==> config.mk <==
export PLATFORM = sky130hd
export DESIGN_NAME = mux_rr_arbiter
export DESIGN_NICKNAME = d
export VERILOG_FILES = /design/src/rtl/mux_rr_arbiter.sv
export SDC_FILE = /design/constraint.sdc
export NUM_CORES = 1
export LEC_CHECK = 0
export BUFFER_PORTS_ARGS = -buffer_cell sky130_fd_sc_hd__buf_2
export CORE_AREA = 4 4 67 54
export DETAILED_ROUTE_END_ITERATION = 8
export DIE_AREA = 0 0 71 58
export GPL_ROUTABILITY_DRIVEN = 0
export MAX_ROUTING_LAYER = met4
export PLACE_DENSITY = 0.76
export SYNTH_ARGS = -nofsm -noshare
export SYNTH_HDL_FRONTEND = slang
export SYNTH_SLANG_ARGS = --single-unit
==> constraint.sdc <==
create_clock -name clk -period 2.3 [get_ports clk]
set_clock_uncertainty 0.15 [all_clocks]
set_input_delay 0.46 -clock clk [delete_from_list [all_inputs] [get_ports clk]]
set_output_delay 0.46 -clock clk [all_outputs]
set_load 0.01 [all_outputs]
==> src/rtl/mux_rr_arbiter.sv <==
// Round-robin arbiter sharing a 4:1 data mux between four requesters, with
// bursts of up to MAX_HOLD beats per grant and a registered valid/ready output.
module mux_rr_arbiter #(
    parameter int DATA_W   = 8,
    parameter int MAX_HOLD = 4
) (
    input  logic                  clk,
    input  logic                  rst_n,
    input  logic [3:0]            req,
    input  logic [4*DATA_W-1:0]   d,
    input  logic                  out_ready,
    output logic [3:0]            gnt,
    output logic [1:0]            sel,
    output logic [3:0]            ack,
    output logic [DATA_W-1:0]     q,
    output logic                  out_valid
);

    typedef enum logic {
        IDLE  = 1'b0,
        GRANT = 1'b1
    } state_t;

    localparam logic [3:0] LAST_BEAT = 4'(MAX_HOLD - 1);

    state_t              state_r, state_n;
    logic [1:0]          ptr_r, ptr_n;
    logic [3:0]          cnt_r, cnt_n;
    logic [3:0]          gnt_r, gnt_n;
    logic [1:0]          sel_r, sel_n;
    logic [DATA_W-1:0]   q_r;
    logic                out_valid_r;

    logic                space_s;
    logic                take_s;
    logic                last_beat_s;
    logic                release_s;
    logic [1:0]          win_s;
    logic [DATA_W-1:0]   lane_data_s;

    function automatic logic [3:0] onehot4(input logic [1:0] idx);
        logic [3:0] oh;
        case (idx)
            2'd0:    oh = 4'b0001;
            2'd1:    oh = 4'b0010;
            2'd2:    oh = 4'b0100;
            2'd3:    oh = 4'b1000;
            default: oh = 4'b0000;
        endcase
        return oh;
    endfunction

    // Scan from the highest offset down so the lane closest to ptr wins last.
    function automatic logic [1:0] rr_pick(input logic [3:0] r, input logic [1:0] p);
        logic [1:0] pick;
        logic [1:0] cand;
        pick = p;
        for (int k = 3; k >= 0; k--) begin
            cand = p + 2'(k);
            if (r[cand]) begin
                pick = cand;
            end else begin
                pick = pick;
            end
        end
        return pick;
    endfunction

    // Handshake and beat-acceptance decode for the currently selected lane.
    always_comb begin
        space_s     = ~out_valid_r | out_ready;
        take_s      = (state_r == GRANT) & req[sel_r] & space_s;
        last_beat_s = (cnt_r == LAST_BEAT);
        release_s   = ~req[sel_r] | (take_s & last_beat_s);
        win_s       = rr_pick(req, ptr_r);
        lane_data_s = d[sel_r*DATA_W +: DATA_W];
        ack         = take_s ? onehot4(sel_r) : 4'b0000;
    end

    // Arbitration FSM: next state, grant, select, pointer and beat counter.
    always_comb begin
        state_n = state_r;
        ptr_n   = ptr_r;
        cnt_n   = cnt_r;
        gnt_n   = gnt_r;
        sel_n   = sel_r;
        case (state_r)
            IDLE: begin
                if (|req) begin
                    state_n = GRANT;
                    gnt_n   = onehot4(win_s);
                    sel_n   = win_s;
                    cnt_n   = 4'd0;
                end else begin
                    gnt_n   = 4'b0000;
                end
            end
            GRANT: begin
                if (release_s) begin
                    state_n = IDLE;
                    gnt_n   = 4'b0000;
                    ptr_n   = sel_r + 2'd1;
                    cnt_n   = 4'd0;
                end else if (take_s) begin
                    cnt_n   = cnt_r + 4'd1;
                end else begin
                    cnt_n   = cnt_r;
                end
            end
            default: begin
                state_n = IDLE;
                gnt_n   = 4'b0000;
                cnt_n   = 4'd0;
            end
        endcase
    end

    // Arbitration state registers.
    always_ff @(posedge clk or negedge rst_n) begin
        if (!rst_n) begin
            state_r <= IDLE;
            ptr_r   <= 2'd0;
            cnt_r   <= 4'd0;
            gnt_r   <= 4'b0000;
            sel_r   <= 2'd0;
        end else begin
            state_r <= state_n;
            ptr_r   <= ptr_n;
            cnt_r   <= cnt_n;
            gnt_r   <= gnt_n;
            sel_r   <= sel_n;
        end
    end

    // Output stage: load on take (load-through allowed), drain on consume.
    always_ff @(posedge clk or negedge rst_n) begin
        if (!rst_n) begin
            q_r         <= '0;
            out_valid_r <= 1'b0;
        end else if (take_s) begin
            q_r         <= lane_data_s;
            out_valid_r <= 1'b1;
        end else if (out_valid_r && out_ready) begin
            out_valid_r <= 1'b0;
        end else begin
            out_valid_r <= out_valid_r;
        end
    end

    assign gnt       = gnt_r;
    assign sel       = sel_r;
    assign q         = q_r;
    assign out_valid = out_valid_r;

endmodule

==> results of run 1 <==
## layout make-up
class	count	area (sq um)	share of cell area (%)
Multi-Input combinational cell	80	749	43.2
Sequential cell	22	551	31.7
Timing Repair Buffer	62	323	18.6
Clock buffer	4	55.1	3.17
Tap cell	38	47.5	2.74
Inverter	3	11.3	0.648
## cell usage after synthesis (2+ instances only)
| cell type | instances | area share (%) |
|---|---|---|
| dfrtp_1 | 22 | 42 |
| mux2_2 | 11 | 9.3 |
| mux4_2 | 9 | 15 |
| nand2_1 | 7 | 2.0 |
| nor2b_1 | 6 | 2.8 |
| o21ai_0 | 6 | 2.3 |
| and2_1 | 5 | 2.4 |
| ha_1 | 5 | 4.7 |
| nor2_1 | 4 | 1.1 |
| inv_1 | 3 | 0.85 |
| nand2b_1 | 3 | 1.4 |
| nand3b_1 | 2 | 1.1 |
| nand4_1 | 2 | 0.94 |
| o21ai_2 | 2 | 1.3 |
| o2bb2ai_1 | 2 | 1.3 |
| o31ai_1 | 2 | 1.1 |
## cells by family after synthesis
| family | after synthesis |
|---|---|
| AND/OR/NAND/NOR | 35 |
| flip-flops | 22 |
| multiplexers | 21 |
| AO/OA/AOI/OAI | 19 |
| buffers and inverters | 6 |
| adder cells (fa/ha/maj) | 5 |
## state kept, by name (all words and copies together) (netlist names)
register and flops:
state_r 1, ptr_r 2, gnt 4, sel 2
q 8, out_valid 1, cnt_r 4
## repair_timing
| action | 4_1_cts | 5_1_grt |
|---|---|---|
| endpoints found under the hold margin | 0 | 0 |
| endpoints found under the setup margin | 0 | 4 |
| resized for setup | 0 | 2 |
| buffers inserted | 0 | 1 |
## per-layer routing
metal / track usage [%] / vias up / part of all wire [%]
li1: - / 533 / -
met5: - / - / 0
met3: 2.77 / 7 / 3.5
met1: 20.1 / 563 / 41
met4: 6.97 / 0 / 1.6
met2: 27.5 / 30 / 53
## worst min path at each step
| stage | start | to | slack, ps | cells past startpoint |
|---|---|---|---|---|
| floorplan | rst_n | cnt_r[0] | 10 | 0 |
| global placement | rst_n | ptr_r[0] | 300 | 1 |
| detailed placement | rst_n | ptr_r[1] | 300 | 1 |
| CTS | rst_n | ptr_r[1] | 10 | 1 |
| global route | rst_n | ptr_r[1] | 30 | 1 |
| finish | rst_n | ptr_r[1] | -10 | 1 |
## power by group
group	internal, mW	switching, mW
sequential	0.564	0.128
clock	0.153	0.121
combinational	0.596	0.559
## metrics by stage
stage                     setup TNS (ps)  util, %  setup WS, ps  hold slack (ps)  instance area [sq um]
after floorplan                        0        -          56.9             14.4                   1330
after global placement                 0     57.7           149              300                   1670
after detailed placement               0     57.7           117              299                   1670
after CTS                              0     59.6          35.9             11.0                   1720
after global routing                -103     60.0         -32.5             28.5                   1740
final                                  0     60.0          45.3            -9.62                   1740
==> out/summary.txt, run 1 <==
Critical path depth in cells - 5
HPWL after detailed placement - 2640 um
Row Count - 17
Clock sinks - 22
Leak Pwr - 0.840 nW
Core Area - 0.00289 sq mm
Final Power - 2.12 mW
Family with the most delay on the worst path - multiplexers
Reg clk slew, reported paths - 70 ps
Hold Vio Cnt, Final - 22
Cell variety after synth - 33
Hold_ws - -9.62 ps
Post-synth ARST share - 100%
Most frequent cells in the layout - 57 x buf_2, 22 x dfrtp_1, 11 x mux2_2
Critical Path RT - 1690 ps
Compound-gate portion of the synthesized area - 10.8%
Pre-antenna DRT Iters - 4
Synth warn - 0
CTS tree - done
CP Capture Type - output pin
Clock Path Buffers - 2
Largest family of logic cells by synthesized area - multiplexers
CP cell instances - mux4_2, nand2_2, nor2_2, and2_1, buf_2
Syn avg cell area - 12.3 sq um
Largest net degree at the start of global routing - 23
GRT overflow - 0
Period utilization - 98.0%
# hold bufs at CTS - 0
Routed wire per std cell - 15.7 um
Max Clock Freq - 0.444 GHz
Max H-tree Level - 1
Slew @ Worst Pin - 627 ps
Post-Synthesis Cells - 108
Final-stage net count - 216
Antenna viol nets, final - 0
Commonest non-fill, non-tap cell in the layout - buf_2
Max-slew violation count - 0
Data arrival time of the critical path - 1640 ps
Max-Cap Viols - 0
Die area - 0.00412 sq mm
Path type of the worst setup path - flip-flop to output pin
FILL cells - 252
Later-pin clock latency in the skew report - 260 ps
Crit start category - flip-flop
Root buffer cell - clkbuf_8
Relative slew slack - 57.8%
Post-synth net total - 152
Via Count - 1133
Run status - finished, violations left
Detailed Route Iter0 Violations - 19
Pwr/cell area - 1220 mW/mm^2
Register area share after synthesis - 41.5%
Crit path time final - 2250 ps
Crit-path max cell delay - 530 ps
I/O Pins - 58
Final setup fails - 0
Crit path from - sel[0]
Hold Path Class - input pin to async pin
Chip height - 58 um
Vias in the first global route - 1162
CTS buffer count - 3
Post-synthesis mux area share - 25.4%
Reg2reg start - sel[0]
Peak VDD IR - 0.606 mV
Initial Utilization - 45.8%
Die width - 71 um
R2r endpoint - q[4]
Final wirelength - 3290 um
R2R cell count - 5
Global-route wire length before repair - 5280 um
R2r setup slk - 270 ps
Diode count - 0
Buf/Inv on CP - 1
Placed cells - 204
CP max FO - 4
Post-synth EDFFs - 0
CP endpoint - ack[3]
Gr usage total - 16.5%
DRC - 0
Initial antenna violation count - 0
Post-Synth Simple-Gate Area - 15.2%
XOR/XNOR Fraction of Synth Area - 0%
Failing checks - hold timing
Synth Register Bits - 22
Adder-cell share of the synthesized area - 4.72%
Most frequently used flop master after synthesis - dfrtp_1
Slowest-stage cell, CP - mux4_2
Routed vias/inst - 5.42
IO buf count - 57
Synth-to-Final Area Change - 30.9%
Share of cells above drive strength 1 - 54.4%
Post-Syn Area - 0.00133 sq mm
Fin cells - 209
Note: power is estimated with default switching activity, not from simulation.
==> inputs of run 2 (changes only) <==
CORE_AREA = 4 4 59 61   (was 4 4 67 54)
DIE_AREA = 0 0 63 65   (was 0 0 71 58)
RECOVER_POWER = 50   (was not set)
==> run 2 against run 1 <==
The run now ends clean. Global-route usage up 0.44 points. Die area shrank 0.56%. Core utilization is 1.5 points lower. Critical path depth unchanged. Non-clock buffer count rose by 2. Via count rose by 0.97%. Sequential power shrank 0.9%.
==> out/summary.txt, run 2 (synthesis gave the netlist of run 1 again) <==
Largest net degree at the start of global routing - 23
HP Start - gnt[0]
Clock Path Buffers - 2
Via Count - 1144
Leak Pwr - 0.821 nW
Multi-input combinational cell area - 759 sq um
Core Area - 0.00298 sq mm
Later-pin clock latency in the skew report - 300 ps
Run status - complete, no violations
Global-route wire length before repair - 5400 um
Peak VDD IR - 0.592 mV
Detailed Route Iter0 Violations - 31
Routed vias/inst - 5.55
Final setup fails - 0
Critical Path RT - 1690 ps
Diode count - 0
Number of flip-flops in the largest register - 8
Reg clk slew, reported paths - 130 ps
FILL cells - 259
Root buffer cell - clkbuf_4
Clock sinks - 22
Metal2 WL - 1820 um
Max Clock Freq - 0.439 GHz
Max-slew violation count - 0
Die area - 0.00410 sq mm
Pwr/cell area - 1180 mW/mm^2
Max-Cap Viols - 0
CP max FO - 4
Initial antenna violation count - 0
Crit path from - sel[0]
Crit start category - flip-flop
Met3 wire len - 115 um
Antenna viol nets, final - 0
Hold Vio Cnt, Final - 0
Data arrival time of the critical path - 1670 ps
Chip height - 65 um
Final std cell area, no fill - 0.00174 sq mm
CTS buffer count - 3
Commonest non-fill, non-tap cell in the layout - buf_2
Fin cells - 206
FF/Latch Area - 551 sq um
Row Count - 20
CP Capture Type - output pin
IO buf count - 57
Gr usage total - 17.0%
Met1 WL - 1290 um
CTS tree - done
Routed wire per std cell - 15.9 um
HPWL after detailed placement - 2670 um
DRC - 0
Highest routed metal layer - met4
Relative slew slack - 21.8%
Path type of the worst setup path - flip-flop to output pin
RSZ-0062 raised after global routing - yes
Max H-tree Level - 1
Vias in the first global route - 1190
Slew @ Worst Pin - 1170 ps
Synth-to-Final Area Change - 31.3%
Setup ws final - 22.6 ps
Final wirelength - 3280 um
Area after DPL - 0.00167 sq mm
Most frequent cells in the layout - 47 x buf_2, 22 x dfrtp_1, 11 x mux2_2
Period utilization - 99.0%
Initial Utilization - 44.5%
I/O Pins - 58
Crit path time final - 2280 ps
Final-stage net count - 218
Reg2reg start - sel[0]
Placed cells - 200
Pre-antenna DRT Iters - 4
Share of cells above drive strength 1 - 50.9%
Layout Utilization - 58.5%
Hold Path Class - flip-flop to flip-flop
DP Worst Slack - 125 ps
Die width - 63 um
GRT overflow - 0
run 2: cell count changes in the layout (fill, tap and decap cells not counted), moves of 2 or more:
cell      delta
and2_4       +2
clkbuf_1     +8
buf_2       -10
clkbuf_8     -3
buf_6        +2
and2_1       -2
clkbuf_4     +3
run 2: metrics by stage:
stage / hold slack (ps) / setup TNS (ps) / total power, mW
floorplan: 14.4 / 0 / 1.45
finish: 357 / 0 / 2.05
CTS: 359 / 0 / 2.05
detailed placement: 311 / 0 / 1.82
global placement: 296 / 0 / 1.78
global route: 389 / -167 / 2.23
run 2: worst paths after layout:
path,slack (ps),to,depth (start not counted)
worst max-delay path,20,ack[2],5
worst min-delay path,360,gnt[0],2
worst max register to register,280,q[0],5
worst min register to register,360,gnt[0],2
max in group asynchronous,550,q[0],2
min in group asynchronous,750,gnt[2],2
run 2: cell type report:
type / instances / area share [%]
flip-flops and latches: 22 / 31.6
repair buffers: 64 / 19.7
well taps: 33 / 2.37
clock buffers: 4 / 2.08
inverters: 3 / 0.647
multi-input cells: 80 / 43.6
run 2: layer usage:
layer / vias to the layer above / GRT usage [%]
met5: - / -
met4: 0 / 4.68
met3: 6 / 2.43
met2: 27 / 30.2
met1: 571 / 20.1
li1: 540 / -
run 2: repair_timing:
item	4_1_cts	5_1_grt
hold buffers	1	0
endpoints found under the hold margin	22	0
setup endpoints to repair	4	4
gates resized for setup	2	5
setup buffers	0	1
pin swaps	4	2
cloned	0	0
run 2: critical path: stages (launching register included):
cell	delay, ps
dfrtp_1	400
mux4_2	530
nand2_2	110
nor2_4	50
and2_1	150
buf_2	130
run 2: where the power goes:
part,total (mW),internal (mW),switching (mW),leakage (nW)
Sequential,0.686,0.562,0.123,0.272
Clock,0.214,0.0964,0.118,0.0210
Combinational,1.15,0.596,0.558,0.527
==> inputs of run 3 (changes only) <==
RECOVER_POWER = not set   (was 50)
==> run 3 against run 2 <==
Cell area increased by 0.57%. Setup slack improved by 1.1 ps. Maximum frequency is essentially flat. Cell count is the same. Critical path depth is the same. Sequential cell count stayed put. Power increased by 0.68%. Largest power group unchanged.
==> out/summary.txt, run 3 (synthesis gave the netlist of run 1 again) <==
Relative slew slack - 54.9%
Path type of the worst setup path - flip-flop to output pin
Share of cells above drive strength 1 - 55.5%
Max-slew violation count - 0
GRT overflow - 0
Hold Path Class - flip-flop to flip-flop
Critical Path RT - 1690 ps
Data arrival time of the critical path - 1670 ps
Most frequent cells in the layout - 55 x buf_2, 22 x dfrtp_1, 11 x mux2_2
CTS buffer count - 3
Final wirelength - 3280 um
Crit start category - flip-flop
Core Area - 0.00298 sq mm
DRC - 0
Via Count - 1146
Hold_ws - 353 ps
Initial Utilization - 44.5%
Leak Pwr - 0.846 nW
Diode count - 0
Layout Utilization - 58.8%
Max-Cap Viols - 0
Gr usage total - 17.0%
Largest net degree at the start of global routing - 23
Row Count - 20
Number of flip-flops in the largest register - 8
RSZ-0062 raised after global routing - yes
Max H-tree Level - 1
Slew @ Worst Pin - 670 ps
Routed wire per std cell - 15.9 um
FILL cells - 255
Pre-antenna DRT Iters - 4
Routed vias/inst - 5.56
Final setup fails - 0
Global-route wire length before repair - 5400 um
Crit path time final - 2280 ps
Peak VDD IR - 0.592 mV
Later-pin clock latency in the skew report - 300 ps
Vias in the first global route - 1190
CP max FO - 4
Period utilization - 99.0%
Clock sinks - 22
Max Clock Freq - 0.439 GHz
Pwr/cell area - 1180 mW/mm^2
IO buf count - 57
Root buffer cell - clkbuf_4
Die area - 0.00410 sq mm
Clock Path Buffers - 2
Run status - complete, no violations
Total negative setup slack - 0 ps
CTS tree - done
CP Capture Type - output pin
Commonest non-fill, non-tap cell in the layout - buf_2
Reg clk slew, reported paths - 130 ps
HPWL after detailed placement - 2670 um
I/O Pins - 58
Detailed Route Iter0 Violations - 36
Die width - 63 um
Synth-to-Final Area Change - 32.1%
Chip height - 65 um
Initial antenna violation count - 0
Antenna viol nets, final - 0
Hold Vio Cnt, Final - 0
Final-stage net count - 218
run 3: cell count changes in the layout (fill, tap and decap cells not counted):
cell / previous run / this run
clkbuf_1: 8 / 0
buf_2: 47 / 55
run 3: final timing paths:
path | from | end | slack (ps) | cells after the start
setup / recovery | sel[0] | ack[2] | 20 | 5
hold / removal | gnt[2] | gnt[2] | 350 | 1
setup reg to reg | sel[0] | q[0] | 280 | 5
hold reg to reg | gnt[2] | gnt[2] | 350 | 1
max in group asynchronous | rst_n | q[0] | 1170 | 2
min in group asynchronous | rst_n | gnt[2] | 490 | 2
run 3: per-stage QoR:
step,instances,power [mW],cell area (sq um),setup WS [ps]
2_1_floorplan,108,1.45,1330,56.9
3_3_place_gp,200,1.78,1670,144
3_5_place_dp,200,1.82,1670,125
4_1_cts,205,2.05,1720,1.99
5_1_grt,206,2.25,1750,-45.9
6_report,206,2.07,1750,23.7
run 3: timing repair:
item	in CTS	in global routing
hold endpoints to repair	22	0
pin swaps	4	2
setup buffers	0	1
resized for setup	2	5
endpoints found under the setup margin	4	4
gates cloned	0	0
hold buffers	1	0
run 3: area by class of cell:
type                       count  area [sq um]  area share [%]
sequential                    22           551            31.4
tap                           33          41.3            2.36
clock buffer                   4          36.3            2.07
inverter                       3          11.3           0.643
timing repair buffer          64           353            20.1
multi-input combinational     80           759            43.4
run 3: metal layers:
layer / vias to the layer above / GRT usage, % / wire length (um) / part of all wire (%)
met4: 0 / 4.68 / 50 / 1.5
met1: 572 / 20.1 / 1300 / 40
li1: 539 / - / - / -
met5: - / - / 0 / 0
met3: 6 / 2.43 / 116 / 3.5
met2: 29 / 30.2 / 1820 / 55
run 3: critical path, cell delays in order, from the launching register on:
cell and delay [ps]:
dfrtp_1 400, mux4_2 530, nand2_2 110, nor2_4 50
and2_1 150, buf_2 130
run 3: power breakdown:
| part | switching [mW] | total, mW | internal, mW |
|---|---|---|---|
| registers | 0.121 | 0.683 | 0.562 |
| clock network | 0.117 | 0.214 | 0.0964 |
| logic | 0.558 | 1.17 | 0.614 |
| total | 0.796 | 2.07 | 1.27 |
